## src/rtl/qpsk_phase_sequencer.sv

```systemverilog
// QPSK carrier phase sequencer: Gray-maps 2-bit symbols to 90-degree offsets and
// steps a 16-way phase mux select through CYCLES_PER_SYMBOL carrier periods per symbol.
module qpsk_phase_sequencer #(
    parameter int unsigned CYCLES_PER_SYMBOL = 2
) (
    input  logic        clk,
    input  logic        rst_n,
    input  logic        enable,
    input  logic        sample_tick,
    input  logic        sym_valid,
    input  logic [1:0]  sym_data,
    output logic        sym_ready,
    output logic [3:0]  select,
    output logic        out_valid,
    output logic        busy,
    output logic        underrun,
    output logic [15:0] sym_count
);

    localparam int unsigned N  = 16 * CYCLES_PER_SYMBOL;
    localparam int unsigned SW = $clog2(N);

    typedef enum logic {StIdle, StRun} state_e;

    state_e         state_q, state_d;
    logic [3:0]     base_q, base_d;
    logic [SW-1:0]  s_q, s_d;
    logic [3:0]     select_q, select_d;
    logic           out_valid_q, out_valid_d;
    logic           underrun_q, underrun_d;
    logic [15:0]    sym_count_q, sym_count_d;

    logic           last;
    logic           xfer;
    logic [3:0]     new_base;

    always_comb begin
        new_base = 4'd0;
        unique case (sym_data)
            2'b00: new_base = 4'd0;
            2'b01: new_base = 4'd4;
            2'b11: new_base = 4'd8;
            2'b10: new_base = 4'd12;
            default: new_base = 4'd0;
        endcase
    end

    assign last      = (s_q == SW'(N - 1));
    assign sym_ready = rst_n & enable &
                       ((state_q == StIdle) | ((state_q == StRun) & sample_tick & last));
    assign xfer      = sym_valid & sym_ready;

    always_comb begin
        state_d     = state_q;
        base_d      = base_q;
        s_d         = s_q;
        select_d    = select_q;
        out_valid_d = out_valid_q;
        underrun_d  = 1'b0;
        sym_count_d = sym_count_q;

        unique case (state_q)
            StIdle: begin
                select_d    = 4'd0;
                out_valid_d = 1'b0;
                if (xfer) begin
                    state_d     = StRun;
                    base_d      = new_base;
                    s_d         = '0;
                    select_d    = new_base;
                    out_valid_d = 1'b1;
                    sym_count_d = sym_count_q + 16'd1;
                end
            end
            StRun: begin
                if (sample_tick) begin
                    if (!last) begin
                        s_d      = s_q + SW'(1);
                        // 4-bit add wraps the select 15 -> 0 inside each carrier period
                        select_d = base_q + s_q[3:0] + 4'd1;
                    end else if (xfer) begin
                        base_d      = new_base;
                        s_d         = '0;
                        select_d    = new_base;
                        out_valid_d = 1'b1;
                        sym_count_d = sym_count_q + 16'd1;
                    end else begin
                        state_d     = StIdle;
                        out_valid_d = 1'b0;
                        select_d    = 4'd0;
                        underrun_d  = enable;
                    end
                end
            end
            default: state_d = StIdle;
        endcase
    end

    always_ff @(posedge clk or negedge rst_n) begin
        if (!rst_n) begin
            state_q     <= StIdle;
            base_q      <= 4'd0;
            s_q         <= '0;
            select_q    <= 4'd0;
            out_valid_q <= 1'b0;
            underrun_q  <= 1'b0;
            sym_count_q <= 16'd0;
        end else begin
            state_q     <= state_d;
            base_q      <= base_d;
            s_q         <= s_d;
            select_q    <= select_d;
            out_valid_q <= out_valid_d;
            underrun_q  <= underrun_d;
            sym_count_q <= sym_count_d;
        end
    end

    assign select    = select_q;
    assign out_valid = out_valid_q;
    assign busy      = (state_q == StRun);
    assign underrun  = underrun_q;
    assign sym_count = sym_count_q;

endmodule

```

## config.mk

```make
export PLATFORM = sky130hd
export DESIGN_NAME = qpsk_phase_sequencer
export DESIGN_NICKNAME = d
export VERILOG_FILES = /design/src/rtl/qpsk_phase_sequencer.sv
export SDC_FILE = /design/constraint.sdc
export NUM_CORES = 1
export LEC_CHECK = 0
export CORE_ASPECT_RATIO = 0.7
export CORE_MARGIN = 8
export CORE_UTILIZATION = 49
export CTS_CLUSTER_DIAMETER = 80
export DETAILED_ROUTE_END_ITERATION = 10
export DONT_BUFFER_PORTS = 1
export GPL_ROUTABILITY_DRIVEN = 1
export PLACE_DENSITY = 0.66
export SLEW_MARGIN = 20
export SYNTH_ARGS = -nofsm -noshare
export SYNTH_HDL_FRONTEND = slang
export SYNTH_SLANG_ARGS = --single-unit
export TNS_END_PERCENT = 5
```

## constraint.sdc

```tcl
create_clock -name clk -period 2.25 [get_ports clk]
set_input_delay 0 -clock clk [delete_from_list [all_inputs] [get_ports clk]]
set_output_delay 0 -clock clk [all_outputs]
set_load 0.02 [all_outputs]
```

==> results of run 1 <==
==> flip-flops by register name, indices dropped and copies added (netlist names) <==
register and count:
sym_count 16, s_q 5, select 4, base_q 2, busy 1, out_valid 1, underrun 1
==> through the flow <==
step | hold WS, ps | worst slack [ps]
after floorplan | -295.6 | 278.4
after global placement | -294.5 | 214.5
after detailed placement | -294.6 | 102.0
after CTS | 21.94 | 92.73
after global routing | 60.38 | 12.50
final | 26.23 | 182.3
==> worst register-to-register path, stage by stage, from the launching register on <==
cell and delay, ps:
dfrtp_1 430, ha_1 250, and3_1 180, ha_1 210, a21boi_4 120, nor2_2 390, mux2_2 380
==> kinds of logic after synthesis <==
kind of cell	share of synthesized area (%)
XOR/XNOR	10.47
multiplexers	1.413
buffers and inverters	2.161
adder cells (fa/ha/maj)	5.819
AO/OA/AOI/OAI	11.55
AND/OR/NAND/NOR	18.70
flip-flops	49.88
==> power by group <==
group	switching [mW]	leakage, nW	internal, mW
registers	0.187	0.394	0.646
logic	0.173	0.363	0.186
clock network	0.200	0.0482	0.246
==> worst max-delay path by stage <==
stage / depth (start not counted) / slack (ps) / from / endpoint
3_5_place_dp: 7 / 100 / s_q[1]$_DFFE_PN0P_ / select[3]$_DFFE_PN0P_
6_report: 6 / 180 / s_q[1]$_DFFE_PN0P_ / sym_count[1]$_DFFE_PN0P_
3_3_place_gp: 7 / 210 / s_q[1]$_DFFE_PN0P_ / s_q[1]$_DFFE_PN0P_
2_1_floorplan: 7 / 280 / s_q[0]$_DFFE_PN0P_ / sym_count[13]$_DFFE_PN0P_
4_1_cts: 7 / 90 / s_q[1]$_DFFE_PN0P_ / select[3]$_DFFE_PN0P_
5_1_grt: 6 / 10 / s_q[1]$_DFFE_PN0P_ / sym_count[1]$_DFFE_PN0P_
==> what timing repair did <==
item                       4_1_cts  5_1_grt
hold endpoints to repair        37        0
setup endpoints to repair        0       11
hold buffers                     5        0
resized for setup                0        4
==> synth_stat cells <==
| cell | number |
|---|---|
| dfrtp_1 | 30 |
| nand2_1 | 16 |
| xnor2_1 | 16 |
| nand4_1 | 9 |
| a22o_1 | 7 |
| ha_1 | 7 |
| nand3_1 | 6 |
| inv_1 | 5 |
| o21ai_0 | 5 |
| and3_1 | 4 |
| and2_1 | 3 |
| nor2_1 | 3 |
| a21o_1 | 2 |
| a21oi_1 | 2 |
| a31oi_1 | 2 |
| buf_2 | 2 |
| xor2_1 | 2 |
| a21boi_0 | 1 |
| a21boi_4 | 1 |
| a21oi_2 | 1 |
| and2b_1 | 1 |
| and4_1 | 1 |
| clkbuf_1 | 1 |
| mux2_2 | 1 |
| mux2i_1 | 1 |
| nand2b_1 | 1 |
| nor2_2 | 1 |
| nor3_2 | 1 |
| nor3b_1 | 1 |
| nor4_1 | 1 |
| nor4_4 | 1 |
| o22ai_1 | 1 |
| o2bb2ai_1 | 1 |
| or2_0 | 1 |
==> placed cells by master (no fill, tap or decap), types with 3 or more instances in the layout <==
cell	count
nand4_1	9
nand3_1	6
nor2_1	3
ha_1	7
a22o_1	7
and3_1	4
and2_1	3
xnor2_1	16
inv_1	5
dlygate4sd3_1	4
dfrtp_1	30
buf_4	3
clkbuf_8	6
nand2_1	16
o21ai_0	5
==> per-layer routing <==
metal	up-vias	wire (µm)	global-route usage (%)	part of all wire, %
li1	512	-	-	-
met1	508	1543	18.63	46
met2	23	1442	18.93	43
met3	8	276	7.040	8.2
met4	0	84	6.769	2.5
met5	-	0	0	0
==> cell type report <==
class	count	area, µm²
clock buffers	7	86.33
clock inverters	1	5.005
fillers	246	1134
inverters	5	18.77
multi-input cells	100	740.7
flip-flops and latches	30	750.7
well taps	36	45.04
repair buffers	8	82.58
==> results.md, run 1 <==
* Status: completed
* Buf+Inv Stages, Crit Path at 0
* Post-synth cell types at 34
* DRT iter0 DRCs at 92
* WL final at 3.347 mm
* Least-Margin Pin Slew at 428.3 ps
* Synth top area share at 49.88%
* DRC errors left at 0
* Setup Skew at 5.395 ps
* Worst Hold End: base_q[2]$_DFFE_PN0P_
* PortBufs at 0
* Gr ovfl total at 0
* Wire per inst at 17.90 µm
* # IOs at 31
* YS warnings at 0
* Worst hold path startpoint: sym_data[1]
* Post-synthesis register bit count at 30
* Initial Util at 52.58%
* Layout cells sized above 1 at 12.58%
* Max Cap Viol at 0
* Width of the chip at 82.25 µm
* Core area at 2863 µm²
* CTS tree: yes
* Worst-Skew Late Latency at 290 ps
* CP Cell Sequence: ha_1, and3_1, ha_1, a21boi_4, nor2_2, mux2_2
* Worst R2R Start: s_q[1]$_DFFE_PN0P_
* Family with the most delay on the worst path: simple AND/OR/NAND/NOR gates
* Total track usage at 14.30%
* Dominant cell type by area after synthesis: dfrtp_1
* Worst r2r path cells at 6
* Util after Layout at 60.40%
* Routed vias at 1051
* GPL Wtd Cong at 0.8349
* Peak VDD IR at 0.0005142 V
* Pre-antenna DRT Iters at 4
* Clk sink count at 30
* Crit-path max FO at 9
* Rows at 16
* Fmax at 483.6 MHz
* CP arrival at 2240 ps
* Hold depth at 4
* Worst Path Required at 2420 ps
* Most used cell, CP: ha_1
* Vias per cell at 5.620
* Setup TNS at 0 ps
* CTS root buf: clkbuf_8
* Class of the worst hold path: in2reg
* Post-DP Area at 1559 µm²
* Fin. max-slew vios at 0
* Syn avg cell area at 10.91 µm²
* Reg-to-reg setup timing slack at 180 ps
* Vias in the first global route at 1048
* Unrepaired setup endpoints after global routing: no
* Setup violators final at 0
* Die area at 5130 µm²
* Area grow syn2layout at 14.88%
* Detail Route Antenna Nets at 0
* Startpoint Class: flip-flop
* Tmin final at 2068 ps
* PD cells at 947.2 nW/µm²
* Leak Pwr at 0.8049 nW
* Post-Synthesis Cell Area at 1505 µm²
* CTS Buf Count at 5
* Post-DP HPWL at 2.395 mm
* H-tree Lvls at 2
* CP endpoint kind: flip-flop
* Postcts setup bufs at 0
* Initial antenna violation count at 0
* Crit-path max cell delay at 430 ps
* Clock buffer depth at 2
* Largest cells by area after synthesis: dfrtp_1, xnor2_1, ha_1
* Global-route wire length before repair at 5.520 mm
* Final nets at 164
* Slowest cell on crit path: dfrtp_1
* Crit Path Category: reg2reg
* Mapped Nets at 152
* ANT cells at 0
* Post-Layout Cell Count at 187
* Total power at 1.638 mW
* Placed insts at 174
* Clk pin slew, worst setup/hold paths at 60 ps
* Cell count after synthesis at 138
* Die H at 62.37 µm
* Design area at 1729 µm²
* Seq/Total Area, Yosys at 49.88%
* Post-route clock period utilization at 91.90%
* Reg-to-Reg End: sym_count[1]$_DFFE_PN0P_
* Pin count of the biggest net entering global routing at 31
* Final Hold Viols at 0
* Rel. slew slack at 71.42%
(Power assumes the default switching activity.)
==> run 2, diff against run 1 <==
--- a/config.mk
+++ b/config.mk
@@ -7,12 +7,13 @@
 export LEC_CHECK = 0
 export CORE_ASPECT_RATIO = 0.7
 export CORE_MARGIN = 8
-export CORE_UTILIZATION = 49
+export CORE_UTILIZATION = 55
 export CTS_CLUSTER_DIAMETER = 80
 export DETAILED_ROUTE_END_ITERATION = 10
 export DONT_BUFFER_PORTS = 1
 export GPL_ROUTABILITY_DRIVEN = 1
-export PLACE_DENSITY = 0.66
+export PLACE_DENSITY = 0.72
+export SKIP_CTS_REPAIR_TIMING = 1
 export SLEW_MARGIN = 20
 export SYNTH_ARGS = -nofsm -noshare
 export SYNTH_HDL_FRONTEND = slang
==> results.md, run 2 (synthesis gave the netlist of run 1 again) <==
* Most common cell after layout, fill and taps aside: dfrtp_1
* Hold Slack at -20.95 ps (-47.19 ps)
* Total power at 1.579 mW (-3.6%)
* GPL Wtd Cong at 0.8238 (-1.3%)
* Die H at 59.77 µm (-4.2%)
* PortBufs at 0 (unchanged)
* Family with the most delay on the worst path: simple AND/OR/NAND/NOR gates
* CP endpoint kind: flip-flop
* PD cells at 923.8 nW/µm² (-2.5%)
* Total track usage at 13.31% (-0.99 points)
* Hold depth at 3 (-1)
* Crit-path max cell delay at 430 ps (about the same)
* Max reg flops at 16 (unchanged)
* CTS Buf Count at 5 (unchanged)
* Clock buffer depth at 2 (unchanged)
* H-tree Lvls at 2 (unchanged)
* Clk sink count at 30 (unchanged)
* Layout cells sized above 1 at 11.41% (-1.2 points)
* Setup violators final at 0 (unchanged)
* Commonest non-fill, non-tap cells in the layout: dfrtp_1, nand2_1, xnor2_1
* Vias per cell at 5.935 (+5.6%)
* # IOs at 31 (unchanged)
* Gr ovfl total at 0 (unchanged)
* Worst-Skew Late Latency at 270 ps (-20 ps)
* Buf+Inv Stages, Crit Path at 0 (unchanged)
* CTS tree: yes
* Worst Path Required at 2410 ps (about the same)
* Width of the chip at 78.53 µm (-4.5%)
* Unrepaired setup endpoints after global routing: yes
* WL final at 3.098 mm (-7.4%)
* Worst r2r path cells at 7 (+1)
* Clk pin slew, worst setup/hold paths at 50 ps (about the same)
* CP Cell Sequence: ha_1, and3_1, ha_1, a21boi_4, or2_1, nor3_2, a21o_1
* Crit Path Category: reg2reg
* Slowest cell on crit path: dfrtp_1
* Leak Pwr at 0.7909 nW (-1.7%)
* Die area at 4693 µm² (-8.5%)
* Max Cap Viol at 0 (unchanged)
* Fmax at 466.3 MHz (-3.6%)
* Post-DP HPWL at 2.251 mm (-6.0%)
* Startpoint Class: flip-flop
* Tmin final at 2145 ps (+76.85 ps)
* Setup Skew at 5.028 ps (-0.3671 ps)
* Rows at 16 (unchanged)
* ANT cells at 0 (unchanged)
* Final nets at 163 (-0.61%)
* Core area at 2703 µm² (-5.6%)
* Initial Util at 55.69% (+3.1 points)
* Status: finished, violations left
* Failing checks: hold timing
* Fin. max-slew vios at 0 (unchanged)
* Reg-to-reg setup timing slack at 110 ps (-80 ps)
* Pin count of the biggest net entering global routing at 33 (+6.5%)
* Area grow syn2layout at 13.55%
* Peak VDD IR at 0.0006221 V (+21%)
* Least-Margin Pin Slew at 437.9 ps (+9.627 ps)
* Pre-antenna DRT Iters at 4 (unchanged)
* Routed vias at 1098 (+4.5%)
* Design area at 1709 µm² (-1.2%)
* Worst Hold End: select[1]$_DFFE_PN0P_
* CTS root buf: clkbuf_8
* Vias in the first global route at 995 (-5.1%)
* Detail Route Antenna Nets at 0 (unchanged)
* Crit-path max FO at 9 (unchanged)
* Most used cell, CP: ha_1
* CP arrival at 2300 ps (+60 ps)
* Rel. slew slack at 70.70% (-0.72 points)
* Worst R2R Start: s_q[1]$_DFFE_PN0P_
* Global-route wire length before repair at 4.843 mm (-12%)
* Reg-to-Reg End: base_q[3]$_DFFE_PN0P_
* DRT iter0 DRCs at 102 (+11%)
* Initial antenna violation count at 0 (unchanged)
* DRC errors left at 0 (unchanged)
* Final Hold Viols at 2 (+2)
* Post-route clock period utilization at 95.31% (+3.4 points)
* Post-DP Area at 1559 µm² (unchanged)
* Worst hold path startpoint: sample_tick
* Util after Layout at 63.24% (+2.8 points)
* Class of the worst hold path: in2reg
* Wire per inst at 16.75 µm (-6.4%)
-- run 2: cell types whose count changed in the layout (fill, tap and decap cells not counted) --
cell | before | now
clkinv_2 | 1 | 0
clkbuf_1 | 1 | 2
nor2_4 | 0 | 1
dlygate4sd3_1 | 4 | 3
nor2_2 | 1 | 0
clkbuf_8 | 6 | 5
-- run 2: routing by layer --
layer | GRT usage [%] | vias to the layer above | share of wire [%]
met4 | 4.987 | 0 | 1.2
met2 | 20.12 | 52 | 46
met3 | 6.607 | 4 | 9.9
li1 | - | 513 | -
met1 | 15.95 | 529 | 43
met5 | 0 | - | 0
-- run 2: power by group --
| group | switching [mW] | leakage [nW] | internal [mW] | total [mW] |
|---|---|---|---|---|
| clock network | 0.168 | 0.0383 | 0.212 | 0.380 |
| registers | 0.183 | 0.394 | 0.646 | 0.829 |
| logic | 0.179 | 0.359 | 0.192 | 0.370 |
| total | 0.529 | 0.791 | 1.05 | 1.58 |
-- run 2: worst max path at each step --
stage / cells after the start / to / from / slack [ps]
final: 7 / base_q[3]$_DFFE_PN0P_ / s_q[1]$_DFFE_PN0P_ / 110
after global routing: 7 / base_q[3]$_DFFE_PN0P_ / s_q[1]$_DFFE_PN0P_ / -1
after CTS: 7 / base_q[3]$_DFFE_PN0P_ / s_q[1]$_DFFE_PN0P_ / 50
after detailed placement: 7 / base_q[3]$_DFFE_PN0P_ / s_q[1]$_DFFE_PN0P_ / 60
after global placement: 7 / base_q[3]$_DFFE_PN0P_ / s_q[1]$_DFFE_PN0P_ / 190
after floorplan: 7 / sym_count[13]$_DFFE_PN0P_ / s_q[0]$_DFFE_PN0P_ / 280
-- run 2: per-stage QoR --
stage,setup TNS [ps],setup slack (ps),instances
2_1_floorplan,0,278.4,138
3_3_place_gp,0,187.6,174
3_5_place_dp,0,57.32,174
4_1_cts,0,46.57,181
5_1_grt,-1.239,-1.239,185
6_report,0,105.5,185
-- run 2: final cells by class --
type	instances	area, µm²
fill	228	993.5
sequential	30	750.7
multi-input combinational	100	745.7
clock buffer	7	76.32
timing repair buffer	7	72.57
tap	36	45.04
inverter	5	18.77
-- run 2: tightest hold or removal path, cell delays in order --
cell	delay (ps)
inv_1	70
nand2_1	60
a21boi_0	70
